`src/rtl/cpu_defs.sv`:
```
// Shared CPU definitions for address translation: lookup/byte types, CSR view,
// TLB entry layout, exception codes and the per-page translate/permission helpers.
package cpu_defs;

  localparam int DMW_MAX = 2;
  localparam logic [5:0] PS_2M = 6'd21;

  localparam logic [5:0] ECODE_PIL  = 6'h01;
  localparam logic [5:0] ECODE_PIS  = 6'h02;
  localparam logic [5:0] ECODE_PIF  = 6'h03;
  localparam logic [5:0] ECODE_PME  = 6'h04;
  localparam logic [5:0] ECODE_PPI  = 6'h07;
  localparam logic [5:0] ECODE_ALE  = 6'h09;
  localparam logic [5:0] ECODE_TLBR = 6'h3f;

  typedef enum logic [1:0] {FETCH, LOAD, STORE} tlb_lookup_type_t;
  typedef enum logic [1:0] {BYTE, HALF_WORD, WORD} byte_type_t;
  typedef enum logic [1:0] {IDLE, SCAN, RESP} addr_trans_state_t;

  typedef struct packed {
    logic       valid;
    logic [5:0] ecode;
    logic [31:0] badv;
  } excp_pass_t;

  typedef struct packed {
    logic [1:0] plv;
    logic       da;
    logic [1:0] datf;
    logic [1:0] datm;
  } crmd_t;

  typedef struct packed {
    logic [3:0] plv;
    logic [1:0] mat;
    logic [2:0] pseg;
    logic [2:0] vseg;
  } dmw_t;

  typedef struct packed {
    crmd_t               crmd;
    logic [9:0]          asid;
    dmw_t [DMW_MAX-1:0]  dmw;
  } csr_t;

  typedef struct packed {
    logic [18:0] vppn;
    logic [5:0]  ps;
    logic        g;
    logic [9:0]  asid;
    logic [19:0] ppn0;
    logic [19:0] ppn1;
    logic        v0;
    logic        v1;
    logic        d0;
    logic        d1;
    logic [1:0]  plv0;
    logic [1:0]  plv1;
    logic [1:0]  mat0;
    logic [1:0]  mat1;
  } utlb_entry_t;

  typedef utlb_entry_t tlb_entry_t;

  typedef struct packed {
    logic [31:0] pa;
    logic [1:0]  mat;
    excp_pass_t  excp;
  } trans_result_t;

  function automatic logic tag_match(utlb_entry_t e, logic [18:0] vppn, logic [9:0] asid);
    logic vppn_eq;
    vppn_eq = (e.ps == PS_2M) ? (e.vppn[18:9] == vppn[18:9]) : (e.vppn == vppn);
    return vppn_eq && (e.g || (e.asid == asid));
  endfunction

  // PS selects both the odd/even page bit and where the PPN/offset split falls.
  function automatic trans_result_t page_translate(utlb_entry_t e, logic [31:0] va,
                                                   tlb_lookup_type_t lt, logic [1:0] plv);
    trans_result_t r;
    logic          odd;
    logic          v;
    logic          d;
    logic [1:0]    pplv;
    logic [19:0]   ppn;
    odd  = (e.ps == PS_2M) ? va[21] : va[12];
    ppn  = odd ? e.ppn1 : e.ppn0;
    v    = odd ? e.v1 : e.v0;
    d    = odd ? e.d1 : e.d0;
    pplv = odd ? e.plv1 : e.plv0;
    r.pa   = (e.ps == PS_2M) ? {ppn[19:9], va[20:0]} : {ppn, va[11:0]};
    r.mat  = odd ? e.mat1 : e.mat0;
    r.excp = '0;
    if (!v) begin
      r.excp.valid = 1'b1;
      r.excp.ecode = (lt == FETCH) ? ECODE_PIF : (lt == STORE) ? ECODE_PIS : ECODE_PIL;
    end else if (plv > pplv) begin
      r.excp.valid = 1'b1;
      r.excp.ecode = ECODE_PPI;
    end else if ((lt == STORE) && !d) begin
      r.excp.valid = 1'b1;
      r.excp.ecode = ECODE_PME;
    end
    r.excp.badv = r.excp.valid ? va : 32'd0;
    return r;
  endfunction

endpackage

```
`src/rtl/utlb_array.sv`:
```
// Micro-TLB: small fully associative entry store with parallel tag compare,
// round-robin refill pointer and a whole-array invalidate.
module utlb_array
  import cpu_defs::*;
#(
  parameter int DEPTH = 4
) (
  input  logic        clk,
  input  logic        rst_n,
  input  logic [18:0] lookup_vppn,
  input  logic [9:0]  lookup_asid,
  output logic        hit,
  output utlb_entry_t hit_entry,
  input  logic        refill,
  input  utlb_entry_t refill_entry,
  input  logic        inv
);
  localparam int PTR_W = (DEPTH > 1) ? $clog2(DEPTH) : 1;

  utlb_entry_t            entries [DEPTH];
  logic [DEPTH-1:0]       valid;
  logic [PTR_W-1:0]       ptr;

  // NOTE: sequential state is written with non-blocking assignments only.
  always_ff @(posedge clk or negedge rst_n) begin
    if (!rst_n) begin
      valid <= '0;
      ptr   <= '0;
    end else if (inv) begin
      valid <= '0;
    end else if (refill) begin
      valid[ptr] <= 1'b1;
      ptr        <= (ptr == PTR_W'(DEPTH - 1)) ? '0 : ptr + 1'b1;
    end
  end

  // NOTE: the entry payload has no reset; the valid bits alone make it safe.
  always_ff @(posedge clk) begin
    if (refill && !inv) entries[ptr] <= refill_entry;
  end

  // NOTE: every always_comb output gets a default first so no latch is inferred.
  always_comb begin
    hit       = 1'b0;
    hit_entry = '0;
    for (int i = DEPTH - 1; i >= 0; i--) begin
      if (valid[i] && tag_match(entries[i], lookup_vppn, lookup_asid)) begin
        hit       = 1'b1;
        hit_entry = entries[i];
      end
    end
  end

endmodule

```
`src/rtl/addr_trans_pipe.sv`:
```
// Handshaked VA->PA translator: direct mode, DMW, micro-TLB, then main TLB scan.
// Optional feature: define ADDR_TRANS_DMW_EN to enable the direct-map window path.
module addr_trans_pipe
  import cpu_defs::*;
#(
  parameter int TLB_ENTRY_NUM = 16,
  parameter int UTLB_DEPTH    = 4,
  parameter int SCAN_WIDTH    = 4,
  parameter int DMW_NUM       = 2
) (
  input  logic             clk,
  input  logic             rst_n,
  input  logic             req_valid,
  output logic             req_ready,
  input  logic [31:0]      req_va,
  input  tlb_lookup_type_t req_lookup_type,
  input  byte_type_t       req_byte_type,
  output logic             rsp_valid,
  input  logic             rsp_ready,
  output logic [31:0]      rsp_pa,
  output logic [1:0]       rsp_mat,
  output excp_pass_t       rsp_excp,
  input  logic             flush,
  input  logic             tlb_update,
  input  csr_t             rd_csr,
  input  tlb_entry_t       tlb_entrys [TLB_ENTRY_NUM]
);
  localparam int GROUPS = TLB_ENTRY_NUM / SCAN_WIDTH;
  localparam int GRP_W  = (GROUPS > 1) ? $clog2(GROUPS) : 1;
  localparam int IDX_W  = (TLB_ENTRY_NUM > 1) ? $clog2(TLB_ENTRY_NUM) : 1;
  localparam logic [GRP_W-1:0] LAST_GRP = GRP_W'(GROUPS - 1);

  addr_trans_state_t state;
  logic [GRP_W-1:0]  grp;
  logic [31:0]       va_q;
  tlb_lookup_type_t  lt_q;

  logic          accept;
  logic          utlb_hit_raw;
  logic          utlb_hit;
  utlb_entry_t   utlb_hit_entry;
  logic          misalign;
  logic          dmw_hit;
  logic [31:0]   dmw_pa;
  logic [1:0]    dmw_mat;
  logic          cls_resp;
  trans_result_t cls_res;
  logic          scan_hit;
  utlb_entry_t   scan_entry;
  trans_result_t scan_res;
  logic          refill;

  assign req_ready = ~flush & ((state == IDLE) | ((state == RESP) & rsp_ready));
  assign accept    = req_valid & req_ready;
  // A lookup in the same cycle as an invalidate must treat the micro-TLB as empty.
  assign utlb_hit  = utlb_hit_raw & ~tlb_update;
  assign refill    = (state == SCAN) & scan_hit & ~flush & ~tlb_update;

  utlb_array #(.DEPTH(UTLB_DEPTH)) u_utlb (
    .clk          (clk),
    .rst_n        (rst_n),
    .lookup_vppn  (req_va[31:13]),
    .lookup_asid  (rd_csr.asid),
    .hit          (utlb_hit_raw),
    .hit_entry    (utlb_hit_entry),
    .refill       (refill),
    .refill_entry (scan_entry),
    .inv          (tlb_update)
  );

`ifdef ADDR_TRANS_DMW_EN
  always_comb begin
    dmw_hit = 1'b0;
    dmw_pa  = '0;
    dmw_mat = '0;
    for (int i = DMW_NUM - 1; i >= 0; i--) begin
      if ((req_va[31:29] == rd_csr.dmw[i].vseg) && rd_csr.dmw[i].plv[rd_csr.crmd.plv]) begin
        dmw_hit = 1'b1;
        dmw_pa  = {rd_csr.dmw[i].pseg, req_va[28:0]};
        dmw_mat = rd_csr.dmw[i].mat;
      end
    end
  end
`else
  localparam int dmw_num_unused = DMW_NUM;
  logic dmw_unused;
  assign dmw_unused = ^rd_csr.dmw;
  assign dmw_hit    = 1'b0;
  assign dmw_pa     = '0;
  assign dmw_mat    = '0;
`endif

  always_comb begin
    misalign = ((req_byte_type == HALF_WORD) && req_va[0]) ||
               ((req_byte_type == WORD) && (req_va[1:0] != 2'b00));
    cls_resp = 1'b1;
    cls_res  = '0;
    if (misalign) begin
      cls_res.excp.valid = 1'b1;
      cls_res.excp.ecode = ECODE_ALE;
      cls_res.excp.badv  = req_va;
    end else if (rd_csr.crmd.da) begin
      cls_res.pa  = req_va;
      cls_res.mat = (req_lookup_type == FETCH) ? rd_csr.crmd.datf : rd_csr.crmd.datm;
    end else if (dmw_hit) begin
      cls_res.pa  = dmw_pa;
      cls_res.mat = dmw_mat;
    end else if (utlb_hit) begin
      cls_res = page_translate(utlb_hit_entry, req_va, req_lookup_type, rd_csr.crmd.plv);
    end else begin
      cls_resp = 1'b0;
    end
  end

  always_comb begin
    scan_hit   = 1'b0;
    scan_entry = '0;
    for (int i = SCAN_WIDTH - 1; i >= 0; i--) begin
      logic [IDX_W-1:0] idx;
      idx = IDX_W'(grp * SCAN_WIDTH + i);
      if (tag_match(tlb_entrys[idx], va_q[31:13], rd_csr.asid)) begin
        scan_hit   = 1'b1;
        scan_entry = tlb_entrys[idx];
      end
    end
    scan_res = page_translate(scan_entry, va_q, lt_q, rd_csr.crmd.plv);
  end

  always_ff @(posedge clk or negedge rst_n) begin
    if (!rst_n) begin
      state     <= IDLE;
      grp       <= '0;
      va_q      <= '0;
      lt_q      <= LOAD;
      rsp_valid <= 1'b0;
      rsp_pa    <= '0;
      rsp_mat   <= '0;
      rsp_excp  <= '0;
    end else if (flush) begin
      state     <= IDLE;
      rsp_valid <= 1'b0;
    end else if (accept) begin
      va_q <= req_va;
      lt_q <= req_lookup_type;
      grp  <= '0;
      if (cls_resp) begin
        state     <= RESP;
        rsp_valid <= 1'b1;
        rsp_pa    <= cls_res.pa;
        rsp_mat   <= cls_res.mat;
        rsp_excp  <= cls_res.excp;
      end else begin
        state     <= SCAN;
        rsp_valid <= 1'b0;
      end
    end else begin
      case (state)
        SCAN: begin
          if (tlb_update) begin
            grp <= '0;
          end else if (scan_hit) begin
            state     <= RESP;
            rsp_valid <= 1'b1;
            rsp_pa    <= scan_res.pa;
            rsp_mat   <= scan_res.mat;
            rsp_excp  <= scan_res.excp;
          end else if (grp == LAST_GRP) begin
            state          <= RESP;
            rsp_valid      <= 1'b1;
            rsp_pa         <= '0;
            rsp_mat        <= '0;
            rsp_excp.valid <= 1'b1;
            rsp_excp.ecode <= ECODE_TLBR;
            rsp_excp.badv  <= va_q;
          end else begin
            grp <= grp + 1'b1;
          end
        end
        RESP: begin
          if (rsp_ready) begin
            state     <= IDLE;
            rsp_valid <= 1'b0;
          end
        end
        default: ;
      endcase
    end
  end

endmodule

```
`config.mk`:
```
export PLATFORM = sky130hd
export DESIGN_NAME = addr_trans_pipe
export DESIGN_NICKNAME = d
export VERILOG_FILES = /design/src/rtl/cpu_defs.sv /design/src/rtl/utlb_array.sv /design/src/rtl/addr_trans_pipe.sv
export SDC_FILE = /design/constraint.sdc
export NUM_CORES = 1
export LEC_CHECK = 0
export CELL_PAD_IN_SITES_DETAIL_PLACEMENT = 1
export CELL_PAD_IN_SITES_GLOBAL_PLACEMENT = 1
export CORE_AREA = 2 2 609 611
export CTS_BUF_LIST = sky130_fd_sc_hd__clkbuf_8
export DETAILED_ROUTE_END_ITERATION = 8
export DIE_AREA = 0 0 611 613
export GPL_ROUTABILITY_DRIVEN = 1
export HOLD_SLACK_MARGIN = 0.1
export PLACE_DENSITY = 0.42
export SETUP_SLACK_MARGIN = 0.1
export SLEW_MARGIN = 10
export SYNTH_ARGS = -nofsm -noshare
export SYNTH_HDL_FRONTEND = slang
export SYNTH_SLANG_ARGS = --single-unit
```
`constraint.sdc`:
```
create_clock -name clk -period 15.7 [get_ports clk]
set_input_delay 3.14 -clock clk [delete_from_list [all_inputs] [get_ports clk]]
set_output_delay 3.14 -clock clk [all_outputs]
set_load 0.01 [all_outputs]
```
**Word level (Yosys, flattened, before mapping)**

Memories as Yosys holds them, arrays and structs flattened.
Index checks and enable logic that the tools add are counted.

- Register bits: 118
- RAM bits: 352
- Bits of input ports: 1,491
- Output and inout port bits: 75
- Word-level logic and storage cells: 253
- Memories: 1

Memory list:

| memory | words | width | rd ports | clocked after Yosys merged registers in | wr ports | RTL line | RTL |
|---|---|---|---|---|---|---|---|
| u_utlb.entries | 4 | 88 | 4 | 0 | 1 | utlb_array.sv:20 | `utlb_entry_t entries [DEPTH];` |

- Add/subtract/negate cells: 5
- Order comparisons: 8
- Eq/ne operators: 49
- Mux-type cells: 120
- Bitwise logic cells: 15
- Reduce and logical (&&, ||, !) cells: 43

Operators with widths:

| operator | count |
|---|---|
| binary-select mux 88 bit (select 4 bit) | 4 |
| 2-to-1 mux 88 bit | 12 |
| 2-to-1 mux 39 bit | 8 |
| 2-to-1 mux 69 bit | 4 |
| 2-to-1 mux 32 bit | 8 |
| equality test 10 bit | 16 |
| equality test 19 bit | 8 |
| 2-to-1 mux 73 bit | 1 |
| 2-to-1 mux 34 bit | 2 |
| 2-to-1 mux 7 bit | 9 |
| equality test 6 x 5 -> 1 bit (second input constant) | 10 |
| 2-to-1 mux 2 bit | 28 |
| 2-to-1 mux 21 bit | 2 |
| 2-to-1 mux 20 bit | 2 |
| 2-to-1 mux 1 bit | 35 |
| greater-or-equal comparator 5 bit (second input constant) | 4 |
| inverter 4 -> 5 bit | 4 |
| logical AND 1 bit | 18 |
| equality test 2 bit (second input constant) | 6 |
| logical OR 1 bit | 9 |
| adder 4 x 2 -> 4 bit (second input constant) | 2 |
| 2-to-1 mux 4 bit | 2 |
| inequality test 4 bit (second input constant) | 2 |
| AND reduction 4 bit | 2 |
| 23 further kinds | 42 |

**Logic depth before layout (Yosys ltp)**

Gate-level depths: netlist (run 1).
An unclocked memory read counts as a cell.

- Word-level depth: 26
- Depth in mapped cells: 26
- Mapped depth without buffers: 20

**Cells and area by module**

From an unflattened synthesis (run 1), not the netlist that was laid out.

- Cell total of the unflattened synthesis: 3,050
- Area, all modules: 34,827.2 µm²

Modules (own cells, without submodules):

| module | instances | cells an instance | area each (µm²) | sequential area each (µm²) |
|---|---|---|---|---|
| addr_trans_pipe | 1 | 2,074 | 20,064.2 | 2,753.9 |
| utlb_array | 1 | 976 | 14,762.9 | 10,720.3 |

**Worst setup path after synthesis (run 1)**

No wires, ideal clock.

- Path type: input-to-reg
- From: in req_va[24]
- To: reg rsp_excp[16] in the netlist's numbering
- Arrival time: 8,068 ps
- Path slack: 7,506 ps
- Stages on the path: 20
- Path through: clkbuf_1 -> xnor2_1 -> nand3_1 -> or3_1 -> or4_1 -> a32oi_1 -> mux2i_1 -> buf_2 -> clkbuf_1 -> mux2_2 -> o21ai_0 -> ha_1 -> a21oi_1 -> a21oi_1 -> a31oi_1 -> nand2_1 -> a21bo_2 -> clkbuf_1 -> and3_1 -> a221o_1

- Word-level cells in the longest chain between the ends: 25
- Elaborated cells on any way between the ends: 54

RTL lines:

| what | RTL line | RTL |
|---|---|---|
| start, declared | addr_trans_pipe.sv:15 | `input logic [31:0] req_va,` |
| equality test 19 bit or equality test 10 bit (tied branches) | cpu_defs.sv:73 | `vppn_eq = (e.ps == PS_2M) ? (e.vppn[18:9] == vppn[18:9]) : (e.vppn == vppn);` |
| 2-to-1 mux 1 bit | cpu_defs.sv:73 |  |
| logical AND 1 bit | cpu_defs.sv:74 | `return vppn_eq && (e.g \|\| (e.asid == asid));` |
| logical AND 1 bit | utlb_array.sv:47 | `if (valid[i] && tag_match(entries[i], lookup_vppn, lookup_asid)) begin` |
| 2-to-1 mux 69 bit (4 in series) | utlb_array.sv:47 |  |
| equality test 6 x 5 -> 1 bit | cpu_defs.sv:86 | `odd = (e.ps == PS_2M) ? va[21] : va[12];` |
| 2-to-1 mux 1 bit | cpu_defs.sv:86 |  |
| 2-to-1 mux 1 bit | cpu_defs.sv:89 | `d = odd ? e.d1 : e.d0;` |
| (+6 left out) | n/a |  |
| 2-to-1 mux 7 bit | addr_trans_pipe.sv:102 | `end else if (rd_csr.crmd.da) begin` |
| 2-to-1 mux 7 bit | addr_trans_pipe.sv:98 | `if (misalign) begin` |
| 2-to-1 mux 32 bit | cpu_defs.sv:104 | `r.excp.badv = r.excp.valid ? va : 32'd0;` |
| 2-to-1 mux 73 bit | addr_trans_pipe.sv:108 | `end else if (utlb_hit) begin` |
| 2-to-1 mux 39 bit | addr_trans_pipe.sv:102 |  |
| 2-to-1 mux 39 bit | addr_trans_pipe.sv:98 |  |
| 2-to-1 mux 39 bit | addr_trans_pipe.sv:146 | `if (cls_resp) begin` |
| 2-to-1 mux 39 bit | addr_trans_pipe.sv:142 | `end else if (accept) begin` |
| end signal, assigned | addr_trans_pipe.sv:151 | `rsp_excp <= cls_res.excp;` |
| end signal, assigned | addr_trans_pipe.sv:166 | `rsp_excp <= scan_res.excp;` |
| end, declared | addr_trans_pipe.sv:22 | `output excp_pass_t rsp_excp,` |

Several ways; a longest one is shown, not always the timed one. The select of a mux whose other input is x is not followed.
A chain may end at the register's enable or synchronous reset.

**Final worst setup path (run 1)**

- From: in tlb_entrys[612] in the netlist's numbering
- To: reg rsp_excp[27] in the netlist's numbering

- Word-level cells in the longest chain between the ends: 23
- Elaborated cells on any way between the ends: 54

RTL lines:

| what | RTL line | RTL |
|---|---|---|
| start, declared | addr_trans_pipe.sv:26 | `input tlb_entry_t tlb_entrys [TLB_ENTRY_NUM]` |
| binary-select mux 88 bit (select 4 bit) | addr_trans_pipe.sv:121 | `if (tag_match(tlb_entrys[idx], va_q[31:13], rd_csr.asid)) begin` |
| 2-to-1 mux 88 bit (implied by the code) (2 in series) | addr_trans_pipe.sv:121 |  |
| equality test 19 bit or equality test 10 bit (tied branches) | cpu_defs.sv:73 |  |
| 2-to-1 mux 1 bit | cpu_defs.sv:73 |  |
| logical AND 1 bit | cpu_defs.sv:74 |  |
| 2-to-1 mux 88 bit (4 in series) | addr_trans_pipe.sv:121 |  |
| equality test 6 x 5 -> 1 bit | cpu_defs.sv:86 |  |
| 2-to-1 mux 1 bit | cpu_defs.sv:86 |  |
| (+3 left out) | n/a |  |
| 2-to-1 mux 7 bit | cpu_defs.sv:100 | `end else if ((lt == STORE) && !d) begin` |
| 2-to-1 mux 7 bit | cpu_defs.sv:97 | `end else if (plv > pplv) begin` |
| 2-to-1 mux 7 bit | cpu_defs.sv:94 | `if (!v) begin` |
| 2-to-1 mux 32 bit | cpu_defs.sv:104 |  |
| 2-to-1 mux 39 bit | addr_trans_pipe.sv:161 | `end else if (scan_hit) begin` |
| 2-to-1 mux 39 bit | addr_trans_pipe.sv:159 | `if (tlb_update) begin` |
| 2-to-1 mux 39 bit | addr_trans_pipe.sv:157 | `case (state)` |
| 2-to-1 mux 39 bit | addr_trans_pipe.sv:142 |  |

Several ways; a longest one is shown, not always the timed one. The select of a mux whose other input is x is not followed.

==> results.toml, run 1 <==
[placement]
placedInstanceArea_mm2 = 0.0541
dp_cells = 8778
hpwlAfterDp_um = 322000
globalplace.congestion = 0.952
io_buffers = 1541

[die]
ioPinCount = 1566
core.rowCount = 223
die_width_um = 611
coreArea_mm2 = 0.368
dieArea_mm2 = 0.375
start_util = 0.0896
die_h_um = 613

[clock_network]
clock-sinks = 468
numCtsBuffers = 93
clockBufferDepth = 3
cts_resized = 0
ctsHtreeMaxLevel = 3
postCtsHoldBufs = 0
postCtsSetupRepairBufs = 0
clk_pin_slew_worst_paths_ns = 0.06
cts_tree = "done"
clk_latency_ns = 0.82
cts_root_buffer = "clkbuf_8"

[power_and_ir_drop]
p_leak_nw = 17.6
ir_drop_v = 0.0000455
cellPowerDensity_mw_per_mm2 = 85.8

[yosys]
ys_seq_elements = 468
synth_fp_nets = 4069
ys.flop_type = "edfxtp_1"
yosys_warnings = 0
synth-seq-area-share = 0.409
syn_area_mm2 = 0.0330
ys_types = 80
synthArstFlopShare = 0.248
synthCells = 2566
synth_edf_count = 352
syn_avg_cell_area_um2 = 12.8

[worst_setup_path]
critical_path_class = "input pin to flop"
path_cells = "clkdlybuf4s50_1 > mux4_2 > xnor2_1 > nand4_1 > nor4_2 > o221ai_4 > buf_4 > inv_4 > o31ai_2 > o31ai_4 > nand4b_4 > a21oi_4 > buf_4 > mux2_2 > ha_1 > a21oi_1 > nor2_1 > a22oi_1 > mux2i_1 > a211oi_4 > buf_4 > a221o_1"
cpLargestDelayFamily = "compound AO/OA/AOI/OAI gates"
cp_common_cell = "buf_4"
max_stage_delay_ns = 1.04
cp_max_fo = 40
cp_num_buf_inv = 5
critPathCaptureType = "flop"
reg2reg_setup_slack_ns = 5.63
cp-start-kind = "input pin"
crit_required_ns = 16.41
critPathArrivalTime_ns = 12.01
crit_slowest_cell = "nor4_2"

[timing]
timing.fmax_mhz = 88.5
slew_headroom = 0.0664
skew_ns = 0.0518
hold_ws_ns = 0.479
setup_viol = 0
rsz0062_at_grt = "false"
tns_ns = 0
slew_viol_final = 0
tightest_slew_ns = 1.39
hold_viol_final = 0
fin_crit_sh = 0.720
finalCriticalPeriod_ns = 11.30

[grt]
grt_pass1_vias = 33300
grt_max_degree = 120
grt_use_total = 0.189
grt_pass1_wl_um = 440000
overflow = 0
antenna_found_initial = 424

[flow_run]
drv_cap = 0

[route]
drc = 0
vias_per_cell = 3.66
wirelength_um = 366000
vias = 33200
detail-route-antenna-nets = 0
drt_iter0_drc = 2948
wl_per_cell_um = 40.4
firstDrtPassIters = 5

[cells_and_area]
fin_area_mm2 = 0.0563
fin_nets = 5540
layout_common_cells = "clkdlybuf4s50_1, mux4_2, edfxtp_1"
fin_cells = 9061
final_common_cell = "clkdlybuf4s50_1"
drive_above_1_share = 0.162
areaGrowthSynthToFinish_pct = 70.8

[outcome]
status = "finished clean"

[worst_hold_path]
hold_path.class = "flop to flop"
-- layout make-up --
class / instances / area [um2]
fill: 42000 / 311000
multi-input combinational: 1828 / 18400
timing repair buffer: 1628 / 16100
sequential: 468 / 13500
tap: 4837 / 6050
clock buffer: 102 / 1400
clock inverter: 69 / 473
antenna: 111 / 278
inverter: 18 / 75.1
-- per-stage QoR --
stage / setup WS, ns / utilization / total power [W]
finish: 4.40 / 0.153 / 0.00483
floorplan: 7.51 / - / 0.00241
detailed placement: 3.65 / 0.147 / 0.00359
CTS: 4.50 / 0.152 / 0.00493
global placement: 3.66 / 0.147 / 0.00359
global route: 4.20 / 0.152 / 0.00505
-- synthesized netlist by cell type, types with 33 or more instances --
| library cell | count | area share |
|---|---|---|
| a21o_1 | 35 | 0.0080 |
| a21oi_1 | 61 | 0.0093 |
| a221o_1 | 42 | 0.013 |
| a221oi_1 | 39 | 0.010 |
| a22o_1 | 44 | 0.012 |
| buf_2 | 50 | 0.0076 |
| clkbuf_1 | 146 | 0.017 |
| dfrtp_1 | 115 | 0.087 |
| edfxtp_1 | 352 | 0.32 |
| mux2_2 | 36 | 0.012 |
| mux2i_1 | 93 | 0.028 |
| mux4_2 | 366 | 0.25 |
| nand2_1 | 298 | 0.034 |
| nand3_1 | 47 | 0.0071 |
| nand4_1 | 33 | 0.0063 |
| nor2_1 | 80 | 0.0091 |
| o211ai_1 | 45 | 0.010 |
| o21ai_0 | 108 | 0.016 |
| xnor2_1 | 145 | 0.039 |
| xor2_1 | 88 | 0.023 |
-- cells by family (layout without fill, tap and decap cells) --
logic type                 count (synthesis)  after routing  share of synthesized area
AOI/OAI and AO/OA                        480            480                      0.107
xor gates and xnor gates                 233            233                     0.0619
other                                      0            111                          0
and+or+nand+nor                          605            605                     0.0876
adders and majority gates                 12             12                    0.00456
buffers and inverters                    270           1817                     0.0374
DFF                                      468            468                      0.409
muxes                                    498            498                      0.292
-- path summary, 6_finish.rpt --
path / start / end / cells past startpoint
hold reg to reg: rsp_pa[0]$_DFFE_PN0P_ / rsp_pa[0]$_DFFE_PN0P_ / 2
setup / recovery: tlb_entrys[612] / rsp_excp[27]$_DFFE_PN0P_ / 22
max in group asynchronous: rst_n / rsp_excp[36]$_DFFE_PN0P_ / 2
min in group asynchronous: rst_n / rsp_pa[3]$_DFFE_PN0P_ / 1
setup reg to reg: grp[0]$_DFFE_PN0P_ / rsp_excp[27]$_DFFE_PN0P_ / 23
hold / removal: rsp_pa[0]$_DFFE_PN0P_ / rsp_pa[0]$_DFFE_PN0P_ / 2
-- where the power goes --
group / internal [W] / switching [W] / total, W
registers: 0.00144 / 0.000170 / 0.00161
logic: 0.000947 / 0.000979 / 0.00193
clock network: 0.000686 / 0.000612 / 0.00130
total: 0.00307 / 0.00176 / 0.00483
-- registers in the layout, indices dropped and copies added, names as in the netlist --
signal / flops
rsp_pa: 32
u_utlb.entries: 352
rsp_valid: 1
state: 1
rsp_excp: 38
u_utlb.ptr: 2
va_q: 32
grp: 2
lt_q: 2
u_utlb.valid: 4
rsp_mat: 2
-- worst min-delay path, cell delays in order (launching register included) --
cell     delay (ns)
dfrtp_1        0.34
nand2_1        0.05
o21ai_0        0.06
-- metal layers --
metal	up-vias	global-route usage	part of all wire
met5	-	0	0.0038
li1	13400	-	-
met2	1817	0.287	0.44
met4	216	0.0424	0.023
met3	606	0.105	0.13
met1	17200	0.230	0.41
(Power assumes the default switching activity.)
==> run 2, diff against run 1 <==
- CORE_AREA: 2 2 609 611 -> 2 2 612 614
- DIE_AREA: 0 0 611 613 -> 0 0 614 616
- PLACE_DENSITY: 0.42 -> 0.43
- clock period: 15.7 -> 10.3 ns (I/O delays scaled with it)
==> run 2 against run 1 <==
Sequential cell count stayed put; critical path depth unchanged; final area up 0.63%; clock power grew 46%; wire length is 0.67% higher; final cell count increased by 1.7%; worst setup slack got worse by 3.0 ns; sequential share of layout area decreased by 0.15 points; via count is 0.36% lower; die area up 0.98%; power is 51% higher; worst hold slack is essentially flat.
==> results.toml, run 2 (same netlist as run 1, synthesis figures left out) <==
[outcome]
status = "finished clean"

[route]
drc = 0
top_layer = "met5"
vias = 33100
vias_per_cell = 3.59
routed-wl-met2_um = 163000
met3_length_um = 46900
wirelength_um = 368000
wl_per_cell_um = 39.9
detail-route-antenna-nets = 0
m1WireLength_um = 150000
drt_iter0_drc = 2795
firstDrtPassIters = 5

[grt]
grt_pass1_wl_um = 445000
grt_pass1_vias = 33600
grt_max_degree = 66
overflow = 0
grt_use_total = 0.189
antenna_found_initial = 432

[worst_setup_path]
crit_path_start = "tlb_entrys[1117]"
rr_startpoint = "grp[0]$_DFFE_PN0P_"
max_stage_delay_ns = 1.01
cp-start-kind = "input pin"
crit_required_ns = 10.99
cp_max_fo = 16
path_cells = "clkdlybuf4s50_1 > mux4_2 > xnor2_1 > nand4_1 > nor4_1 > o221ai_4 > nor2_4 > buf_4 > a22o_1 > mux2i_1 > o21ai_0 > mux2i_1 > ha_1 > a21oi_1 > a21oi_1 > buf_4 > nor2_1 > a22oi_1 > mux2i_1 > a211oi_4 > buf_4 > a221o_1"
critPathCaptureType = "flop"
critPathArrivalTime_ns = 9.59
critical_path_class = "input pin to flop"
reg2reg_setup_slack_ns = 1.86
cp_num_buf_inv = 4
worst_r2r_endpoint = "rsp_excp[14]$_DFFE_PN0P_"
cpLargestDelayFamily = "compound AO/OA/AOI/OAI gates"
rr_worst_depth = 20
crit_slowest_cell = "a211oi_4"

[clock_network]
ctsHtreeMaxLevel = 3
clockBufferDepth = 3
clk_latency_ns = 0.78
postCtsSetupRepairBufs = 0
cts_root_buffer = "clkbuf_8"
clock-sinks = 468
cts_tree = "done"
postCtsHoldBufs = 0
cts_resized = 0
numCtsBuffers = 89
clk_pin_slew_worst_paths_ns = 0.06

[timing]
setup_viol = 0
tightest_slew_ns = 1.32
tns_ns = 0
timing.fmax_mhz = 112
finalCriticalPeriod_ns = 8.89
hold_ws_ns = 0.479
slew_headroom = 0.122
rsz0062_at_grt = "false"
slew_viol_final = 0
fin_crit_sh = 0.863
hold_viol_final = 0
skew_ns = 0.0448

[worst_hold_path]
whs_endpoint = "rsp_excp[35]$_DFFE_PN0P_"
min-delay-start = "rsp_excp[35]$_DFFE_PN0P_"
hold_path.class = "flop to flop"
hold_depth = 2

[die]
start_util = 0.0887
coreArea_mm2 = 0.371
dieArea_mm2 = 0.378
die_width_um = 614
ioPinCount = 1566
core.rowCount = 224
die_h_um = 616

[power_and_ir_drop]
switching_share = 0.363
ir_drop_v = 0.0000726
combPwrFrac = 0.401
p_int_w = 0.00464
p_leak_nw = 17.7
cellPowerDensity_mw_per_mm2 = 129
p_clk_frac = 0.261
pwr-share-seq = 0.338
p_sw_w = 0.00264

[cells_and_area]
multiInputGateArea_mm2 = 0.0184
layout_common_cells = "clkdlybuf4s50_1, mux4_2, edfxtp_1"
largest-register = "u_utlb.entries"
areaGrowthSynthToFinish_pct = 71.8
top_regs = "u_utlb.entries (352), rsp_excp (38)"
largest_reg_flops = 352
fin_nets = 5567
drive_above_1_share = 0.168
final_common_cell = "clkdlybuf4s50_1"
regArea_mm2 = 0.0135
fillers = 42400

[placement]
hpwlAfterDp_um = 327000
globalplace.congestion = 0.989
io_buffers = 1541

[flow_run]
drv_cap = 0
==> run 2: changes by cell type in the layout (fill, tap and decap cells not counted), sizes merged <==
cell and change:
clkinvlp -3, diode +8, buf +31, clkinv -2, clkbuf -8, inv -4
bufinv +1
==> run 2: through the flow <==
step,util,worst slack (ns),std cells,instance area [um2],total power [W]
6_report,0.152,1.41,9219,56600,0.00728
5_1_grt,0.152,1.10,9114,56400,0.00761
4_1_cts,0.152,1.40,9100,56300,0.00743
3_5_place_dp,0.147,0.588,8945,54600,0.00548
3_3_place_gp,0.147,0.606,8944,54600,0.00547
2_1_floorplan,-,3.19,2566,33000,0.00367
==> run 2: worst max path at each step <==
| stage | cells past startpoint | slack [ns] | end |
|---|---|---|---|
| global placement | 22 | 0.61 | rsp_excp[16]$_DFFE_PN0P_ |
| global route | 22 | 1.10 | rsp_excp[15]$_DFFE_PN0P_ |
| finish | 22 | 1.41 | rsp_excp[14]$_DFFE_PN0P_ |
| CTS | 22 | 1.40 | rsp_excp[14]$_DFFE_PN0P_ |
| detailed placement | 22 | 0.59 | rsp_excp[21]$_DFFE_PN0P_ |
| floorplan | 20 | 3.19 | rsp_excp[16]$_DFFE_PN0P_ |
==> run 2: cell type report <==
| class | instances | area share |
|---|---|---|
| repair buffers | 1659 | 0.290 |
| clock inverters | 61 | 0.00831 |
| diodes | 119 | 0.00526 |
| clock buffers | 94 | 0.0228 |
| inverters | 18 | 0.00133 |
| well taps | 4972 | 0.110 |
| multi-input cells | 1828 | 0.324 |
| flip-flops and latches | 468 | 0.238 |
==> run 2: worst register-to-register path: stages (launching register included) <==
cell,delay [ns]
dfrtp_4,0.86
buf_12,0.39
mux4_2,0.70
or4bb_1,0.56
nor3b_2,0.62
o211a_4,0.42
buf_4,0.54
a22o_1,0.33
mux2i_1,0.09
o21ai_0,0.83
mux2i_1,0.20
ha_1,0.36
a21oi_1,0.06
a21oi_1,0.14
buf_4,0.21
nor2_1,0.06
a22oi_1,0.22
mux2i_1,0.31
a211oi_4,1.02
buf_4,0.30
a221o_1,0.16
==> run 2: metal layers <==
| metal | track usage | up-vias |
|---|---|---|
| li1 | - | 13400 |
| met1 | 0.227 | 17000 |
| met2 | 0.295 | 1772 |
| met3 | 0.108 | 617 |
| met4 | 0.0274 | 234 |
| met5 | 0 | - |
==> run 2: power groups by stage <==
stage                     logic, W  clock network (W)  registers, W
after global placement     0.00297                  0       0.00250
after global routing       0.00308            0.00204       0.00249
after CTS                  0.00299            0.00198       0.00247
after detailed placement   0.00297                  0       0.00251
final                      0.00292            0.00190       0.00246
after floorplan            0.00132                  0       0.00235
